### src/rtl/serial_pkg.sv
// Shared definitions for the board serial link (receiver now, transmitter later).
//   rx_state_t : receiver frame state encoding
//   FRAME_BITS : bits per 8N1 frame (start + 8 data + stop)
//   baud_inc   : rounded phase-accumulator increment for a given tick rate
//   maj3       : majority vote of three samples
package serial_pkg;

    typedef enum logic [1:0] {
        IDLE  = 2'd0,
        START = 2'd1,
        DATA  = 2'd2,
        STOP  = 2'd3
    } rx_state_t;

    localparam int unsigned FRAME_BITS = 10;

    // round(rate * 2^acc_width / clk_hz), evaluated at elaboration
    function automatic longint unsigned baud_inc(
        input longint unsigned clk_hz,
        input longint unsigned rate,
        input int unsigned     acc_width
    );
        return ((rate << acc_width) + (clk_hz >> 1)) / clk_hz;
    endfunction

    function automatic logic maj3(input logic [2:0] s);
        return (s[0] & s[1]) | (s[0] & s[2]) | (s[1] & s[2]);
    endfunction

endpackage

### src/rtl/serial_baud_tick.sv
// Fractional phase-accumulator tick generator.
//   clk   : system clock
//   rst_n : asynchronous active-low reset
//   tick  : one-clk pulse at an average rate of Rate per second
// Rate must be below ClkFrequency so the increment fits in AccWidth bits.
module serial_baud_tick
    import serial_pkg::*;
#(
    parameter int unsigned ClkFrequency = 24000000,
    parameter int unsigned Rate         = 921600,
    parameter int unsigned AccWidth     = 16
) (
    input  logic clk,
    input  logic rst_n,
    output logic tick
);

    localparam int unsigned     ACC_W = AccWidth + 1;
    localparam longint unsigned INC   = baud_inc(64'(ClkFrequency), 64'(Rate), AccWidth);

    logic [AccWidth:0] acc;

    // Free-running; the carry out of the fractional part is the tick
    always_ff @(posedge clk or negedge rst_n) begin
        if (!rst_n) begin
            acc <= '0;
        end else begin
            acc <= {1'b0, acc[AccWidth-1:0]} + ACC_W'(INC);
        end
    end

    assign tick = acc[AccWidth];

endmodule

### src/rtl/serial_receiver.sv
// RS-232 8N1 receiver with oversampling, synchroniser and majority filter.
//   clk            : system clock
//   rst_n          : asynchronous active-low reset
//   RxD            : serial line, asynchronous, idle high
//   RxD_data       : last correctly framed byte
//   RxD_data_ready : one-clk strobe, RxD_data just updated
//   RxD_frame_err  : one-clk strobe, stop bit sampled low
//   RxD_busy       : frame in progress
//   RxD_idle       : line high for at least one frame time since last frame
module serial_receiver
    import serial_pkg::*;
#(
    parameter int unsigned ClkFrequency = 24000000,
    parameter int unsigned Baud         = 115200,
    parameter int unsigned Oversampling = 8,
    parameter int unsigned AccWidth     = 16
) (
    input  logic       clk,
    input  logic       rst_n,
    input  logic       RxD,
    output logic [7:0] RxD_data,
    output logic       RxD_data_ready,
    output logic       RxD_frame_err,
    output logic       RxD_busy,
    output logic       RxD_idle
);

    localparam int unsigned     CNT_W   = $clog2(Oversampling);
    localparam int unsigned     GAP_MAX = FRAME_BITS * Oversampling;
    localparam int unsigned     GAP_W   = $clog2(GAP_MAX + 1);
    localparam logic [CNT_W-1:0] CNT_MID = CNT_W'(Oversampling / 2 - 1);
    localparam logic [CNT_W-1:0] CNT_END = CNT_W'(Oversampling - 1);
    localparam logic [GAP_W-1:0] GAP_SAT = GAP_W'(GAP_MAX);

    logic             tick;
    logic [1:0]       sync;
    logic [2:0]       hist;
    logic             filtered;
    logic             filtered_next;
    rx_state_t        state;
    logic [CNT_W-1:0] cnt;
    logic [2:0]       bitidx;
    logic [7:0]       shreg;
    logic             armed;
    logic [GAP_W-1:0] gap;

    serial_baud_tick #(
        .ClkFrequency (ClkFrequency),
        .Rate         (Baud * Oversampling),
        .AccWidth     (AccWidth)
    ) u_baud_tick (
        .clk   (clk),
        .rst_n (rst_n),
        .tick  (tick)
    );

    // Two-flop synchroniser and tick-rate sample history
    always_ff @(posedge clk or negedge rst_n) begin
        if (!rst_n) begin
            sync <= 2'b11;
            hist <= 3'b111;
        end else begin
            sync <= {sync[0], RxD};
            if (tick) begin
                hist <= {hist[1:0], sync[1]};
            end
        end
    end

    assign filtered = maj3(hist);
    // Value the filter takes after this clk; lets idle drop on the same edge
    assign filtered_next = tick ? maj3({hist[1:0], sync[1]}) : filtered;

    // Frame state machine; advances on ticks, strobes last one clk.
    // armed blocks re-triggering on a line that stayed low through a bad stop bit.
    always_ff @(posedge clk or negedge rst_n) begin
        if (!rst_n) begin
            state          <= IDLE;
            cnt            <= '0;
            bitidx         <= '0;
            shreg          <= '0;
            armed          <= 1'b1;
            RxD_data       <= '0;
            RxD_data_ready <= 1'b0;
            RxD_frame_err  <= 1'b0;
            RxD_busy       <= 1'b0;
        end else begin
            RxD_data_ready <= 1'b0;
            RxD_frame_err  <= 1'b0;
            if (tick) begin
                if (filtered) begin
                    armed <= 1'b1;
                end
                case (state)
                    IDLE: begin
                        if (!filtered && armed) begin
                            state    <= START;
                            cnt      <= '0;
                            RxD_busy <= 1'b1;
                        end
                    end
                    START: begin
                        if (cnt == CNT_MID) begin
                            cnt    <= '0;
                            bitidx <= '0;
                            if (!filtered) begin
                                state <= DATA;
                            end else begin
                                state    <= IDLE;
                                RxD_busy <= 1'b0;
                            end
                        end else begin
                            cnt <= cnt + CNT_W'(1);
                        end
                    end
                    DATA: begin
                        if (cnt == CNT_END) begin
                            cnt    <= '0;
                            shreg  <= {filtered, shreg[7:1]};
                            bitidx <= bitidx + 3'd1;
                            if (bitidx == 3'd7) begin
                                state <= STOP;
                            end
                        end else begin
                            cnt <= cnt + CNT_W'(1);
                        end
                    end
                    STOP: begin
                        if (cnt == CNT_END) begin
                            cnt      <= '0;
                            state    <= IDLE;
                            RxD_busy <= 1'b0;
                            if (filtered) begin
                                RxD_data       <= shreg;
                                RxD_data_ready <= 1'b1;
                            end else begin
                                RxD_frame_err <= 1'b1;
                                armed         <= 1'b0;
                            end
                        end else begin
                            cnt <= cnt + CNT_W'(1);
                        end
                    end
                    default: begin
                        state    <= IDLE;
                        RxD_busy <= 1'b0;
                    end
                endcase
            end
        end
    end

    // Gap counter: ticks of high line, saturating at one frame time
    always_ff @(posedge clk or negedge rst_n) begin
        if (!rst_n) begin
            gap      <= '0;
            RxD_idle <= 1'b0;
        end else begin
            if (tick) begin
                if (!filtered) begin
                    gap <= '0;
                end else if (gap != GAP_SAT) begin
                    gap <= gap + GAP_W'(1);
                end
            end
            RxD_idle <= (gap == GAP_SAT) && (state == IDLE) && filtered_next;
        end
    end

endmodule

### config.mk
export PLATFORM = sky130hd
export DESIGN_NAME = serial_receiver
export DESIGN_NICKNAME = d
export VERILOG_FILES = /design/src/rtl/serial_pkg.sv /design/src/rtl/serial_baud_tick.sv /design/src/rtl/serial_receiver.sv
export SDC_FILE = /design/constraint.sdc
export NUM_CORES = 1
export LEC_CHECK = 0
export CORE_MARGIN = 5
export CORE_UTILIZATION = 40
export CTS_BUF_LIST = sky130_fd_sc_hd__clkbuf_8
export CTS_CLUSTER_DIAMETER = 200
export DETAILED_ROUTE_END_ITERATION = 10
export PLACE_DENSITY = 0.54
export SYNTH_ARGS = -nofsm -noshare
export SYNTH_HDL_FRONTEND = slang
export SYNTH_SLANG_ARGS = --single-unit
### constraint.sdc
create_clock -name clk -period 5.15 [get_ports clk]
set_clock_uncertainty 0.15 [all_clocks]
set_input_delay 1.03 -clock clk [delete_from_list [all_inputs] [get_ports clk]]
set_output_delay 1.03 -clock clk [all_outputs]
set_load 0.01 [all_outputs]
## Word level (Yosys, flattened, before mapping)

Cells that the tools add are included.

| storage, ports and cells | value |
|---|---|
| memory bits (writable) | 0 |
| latch bits | 0 |
| output and inout bits | 12 |
| register bits | 58 |
| word-level logic and storage cells | 91 |
| memories | 0 |
| bits in read-only memories | 0 |

| cells by class | value |
|---|---|
| mux-type cells | 34 |
| $add $sub $neg | 4 |
| bitwise gates (word level) | 9 |
| eq/ne operators | 15 |
| $lt $le $gt $ge | 0 |
| multiply operators | 0 |
| shifts and indexed selects | 0 |
| reductions and logical operators | 15 |
| divide/modulo/power cells | 0 |

Operator list:

| kind | number |
|---|---|
| 16-bit by 12-bit adder with 17-bit output (second input constant) | 1 |
| 1-bit two-way mux | 17 |
| 3-bit two-way mux | 5 |
| 7-bit two-way mux | 2 |
| 2-bit two-way mux | 6 |
| 2-bit inequality test (second input constant) | 6 |
| 6-bit AND reduction | 2 |
| 3-bit case mux with 3 select lines | 1 |
| 2-bit case mux with 4 select lines | 1 |
| 4-bit AND reduction | 2 |
| 7-bit by 1-bit adder with 7-bit output (second input constant) | 1 |
| 7-bit == test (second input constant) | 1 |
| 7-bit inequality test (second input constant) | 1 |
| 3-bit by 1-bit adder with 3-bit output (second input constant) | 2 |
| 3-bit == test (second input constant) | 2 |
| 3-bit case mux with 2 select lines | 1 |
| 1-bit bitwise AND | 5 |
| 2-bit == test (second input constant) | 2 |
| 1-bit bitwise OR | 4 |
| 2-bit AND reduction | 2 |
| 3-bit by 2-bit == test with 1-bit output (second input constant) | 1 |
| 1-bit logical AND | 3 |
| 1-bit case mux with 3 select lines | 1 |
| 3-bit AND reduction | 1 |
| 7 further kinds | 7 |

## Logic depth before layout (Yosys ltp)

| logic depth | value |
|---|---|
| word-level depth | 7 |
| gate-level depth with buffers | 7 |
| mapped depth without buffers | 7 |

## Modules after synthesis

From an unflattened synthesis, not the netlist that was laid out.

| second synthesis, totals | value |
|---|---|
| cell total of the unflattened synthesis | 229 |
| area, all modules | 2,717.6 sq um |

By module, submodules not included:

| module | times used | area an instance (sq um) | cells an instance |
|---|---|---|---|
| serial_receiver | 1 | 1,881.8 | 155 |
| serial_baud_tick | 1 | 835.8 | 74 |

## Worst setup path after synthesis

OpenSTA, ideal clock, no wires.

| timing | value |
|---|---|
| kind | flip-flop to flip-flop |
| start point | register u_baud_tick.acc[0] |
| end point | register u_baud_tick.acc[14] |
| stages on the path, launching flop included | 6 |
| clock period less this slack | 1.903 ns |
| setup time | 0.126 ns |
| path buffers | 0 |
| slack | 3.247 ns |
| arrival time | 1.627 ns |
| data required time | 4.874 ns |
| cell sequence | dfrtp_1 > ha_1 > o21a_1 > o21ai_0 > o41ai_1 > a311o_1 |

| on the way | value |
|---|---|
| word-level cells in the longest chain between the ends | 1 |

Ends and longest elaborated chain:

| element | RTL line | source |
|---|---|---|
| start: declaration | serial_baud_tick.sv:21 | `logic [AccWidth:0] acc;` |
| start signal: assignment | serial_baud_tick.sv:28 | `acc <= {1'b0, acc[AccWidth-1:0]} + ACC_W'(INC);` |
| 16-bit by 12-bit adder with 17-bit output | serial_baud_tick.sv:28 |  |

Every way passes these cells.
A chain may end at the register's enable or synchronous reset.

## Worst setup path in the final report

| timing | value |
|---|---|
| start point | register RxD_data[6] |
| end point | output port RxD_data[6] |

RTL lines:

| element | RTL line | source |
|---|---|---|
| start: declaration | serial_receiver.sv:21 | `output logic [7:0] RxD_data,` |
| start signal: assignment | serial_receiver.sv:134 | `RxD_data <= shreg;` |

No word-level cell between the ends.

==> flow_summary.toml <==
[cts]
cts_max_level = 3
cts_resized = 0
clock-root-buffer = "clkbuf_8"
clk_latency_ns = 0.33
clk_pin_slew_worst_paths_ns = 0.08
cts_buffer_depth = 2
cts_setup_buffers = 0
tritoncts = "done"
cts_buffers = 9
cts_hold_buf = 0
cts.sinks = 58

[placement]
port_buffers = 14
dp_hpwl_um = 3090
place.gp.congestion = 0.756
place_area_um2 = 2910

[die]
die_w_um = 92.2
io_pins = 15
start_util_pct = 40.5
die_height_um = 92.2
die-area_um2 = 8500
row_count = 30
core_um2 = 6680

[yosys]
ys_seq_area_share_pct = 54.0
ys.flop_type = "dfrtp_1"
synth_edf_count = 0
syn_area_per_cell_um2 = 11.1
netlist_instances = 243
synth-seq-cells = 58
async_reset_ff_share_pct = 100
synth_top_area_share_pct = 48.1
synth-xor-area-share_pct = 3.56
synth_top_family_by_area = "simple AND/OR/NAND/NOR gates"
netlist_top_cells_count = "dfrtp_1, nand2_1, o21ai_0"
synth_most_common_cell = "dfrtp_1"
synth_compound_area_share_pct = 11.2
synth-simple-area-share_pct = 14.3
ys_warn_count = 0
yosysTopAreaCell = "dfrtp_1"
synth_area_leaders = "dfrtp_1, dfstp_2, mux2_4"
synthAdderAreaFrac_pct = 4.53
syn_area_um2 = 2700
muxShareOfSynthArea_pct = 9.35
synth_cell_types = 47
synth_nets = 255

[layout]
fillers = 637
utilization_pct = 46.9
synthToLayoutAreaGrowth_pct = 15.9
fin_area_um2 = 3130
drive_gt1_share_pct = 16.5
nets = 273
antenna_cells = 0

[sta]
worst_pin_slew_ns = 0.737
finalSetupTns_ns = 0
drv_slew = 0
fin_crit_sh_pct = 47.1
setup_viol = 0
hold_violations = 0
relSlewSlack_pct = 50.8
holdWs_ns = 0.207
clock.fmax_mhz = 412
rsz0062_at_grt = "false"
min_period_ns = 2.43

[critical_path]
path_class = "flop to output port"
crit_path_max_fanout = 2
slowest_stage = "clkdlybuf4s50_1"
crit_buf_inv = 1
startpoint_type = "flop"
required_ns = 3.97
crit_chain = "clkdlybuf4s50_1"
critPathMaxStageDelay_ns = 0.54
arrival_ns = 1.25
endpoint_kind = "output port"
crit_family = "buffers and inverters"

[run_status]
status = "completed"

[detailed_routing]
vias = 1786
drtIter0Drc = 60
via_per_inst = 5.16
drc = 0
drt-pass1-iter-count = 4
drt-wirelength-per-cell_um = 13.8
routed_wl_um = 4790
ant_nets = 0

[power_and_ir_drop]
clock_power_share_pct = 50.3
p_comb_share_pct = 1.1
intPower_uw = 735
max-vdd-ir-drop_mv = 0.172
leakage_nw = 1.41
seq_power_share_pct = 48.5
cellPowerDensity_nw_per_um2 = 301
p_sw_share_pct = 22.1
net-switching-power_uw = 209
total_power_uw = 944

[grt]
overflow = 0
grt_pass1_vias = 1747
antenna_found_initial = 0
grt_max_degree = 59
grt_pass1_wl_um = 8370
track_usage_pct = 12.8

[job]
maxCapViolations = 0

[hold_path]
hold_path.class = "flop to flop"
## flip-flops by register name, summed over array words and instances (netlist names), named ones only
signal / flops
hist: 3
RxD_frame_err: 1
RxD_idle: 1
gap: 7
armed: 1
cnt: 3
u_baud_tick.acc: 17
sync: 2
state: 1
RxD_data: 8
RxD_busy: 1
bitidx: 3
shreg: 8
RxD_data_ready: 1
## per-stage QoR
step	setup slack, ns	instances
after global routing	2.61	346
after detailed placement	2.73	330
after floorplan	3.25	243
after global placement	2.79	330
after CTS	2.70	346
final	2.72	346
## final cells by class
class	instances	area (um2)	share of cell area (%)
clock inverter	7	103	3.27
sequential	58	1460	46.5
multi-input combinational	165	1160	37.0
timing repair buffer	15	143	4.55
inverter	12	45.0	1.44
tap	80	100	3.19
clock buffer	9	124	3.95
## power by group through the flow
stage | registers [mW] | clock network, mW | logic [mW]
after floorplan | 0.467 | 0 | 0.000478
after global placement | 0.467 | 0 | 0.0118
after detailed placement | 0.467 | 0 | 0.0117
after CTS | 0.458 | 0.492 | 0.0117
after global routing | 0.458 | 0.513 | 0.0131
final | 0.458 | 0.475 | 0.0107
## per-layer routing
metal  GRT usage [%]  wire (um)
met3            4.18        163
met1            17.7       2460
met2            17.9       2090
met5               0          0
met4            5.94         76
## cells by family after synthesis
| group | Yosys count |
|---|---|
| DFF | 58 |
| and+or+nand+nor | 78 |
| muxes | 20 |
| buffers and inverters | 20 |
| xor gates and xnor gates | 11 |
| AOI/OAI and AO/OA | 46 |
| adders and majority gates | 10 |
## path summary, 6_finish.rpt
path,from,endpoint,slack (ns),depth (start not counted)
max,RxD_data[6],RxD_data[6],2.72,1
min,sync[0],sync[1],0.21,0
max reg2reg,hist[0],RxD_data[5],2.74,4
min reg2reg,sync[0],sync[1],0.21,0
max in group asynchronous,rst_n,RxD_data[5],3.67,2
min in group asynchronous,rst_n,cnt[2],0.69,2
## cell usage in the layout (no fill, tap or decap), types with 3 or more instances in the layout
cell type        instances
xnor2_1                  8
clkinv_4                 3
inv_1                   12
dfrtp_1                 52
mux2_2                  10
clkbuf_8                 9
xor2_1                   3
o31ai_1                  4
o21ai_0                 15
ha_1                     9
nand2b_1                 3
nor2_1                  12
a21oi_1                  7
clkdlybuf4s50_1         13
nand2_1                 30
mux2_4                   8
nand3_1                  5
a21o_1                   4
nor3_1                   7
nor2b_1                  6
dfstp_2                  6
No activity file was read; power rests on OpenSTA's default activity.
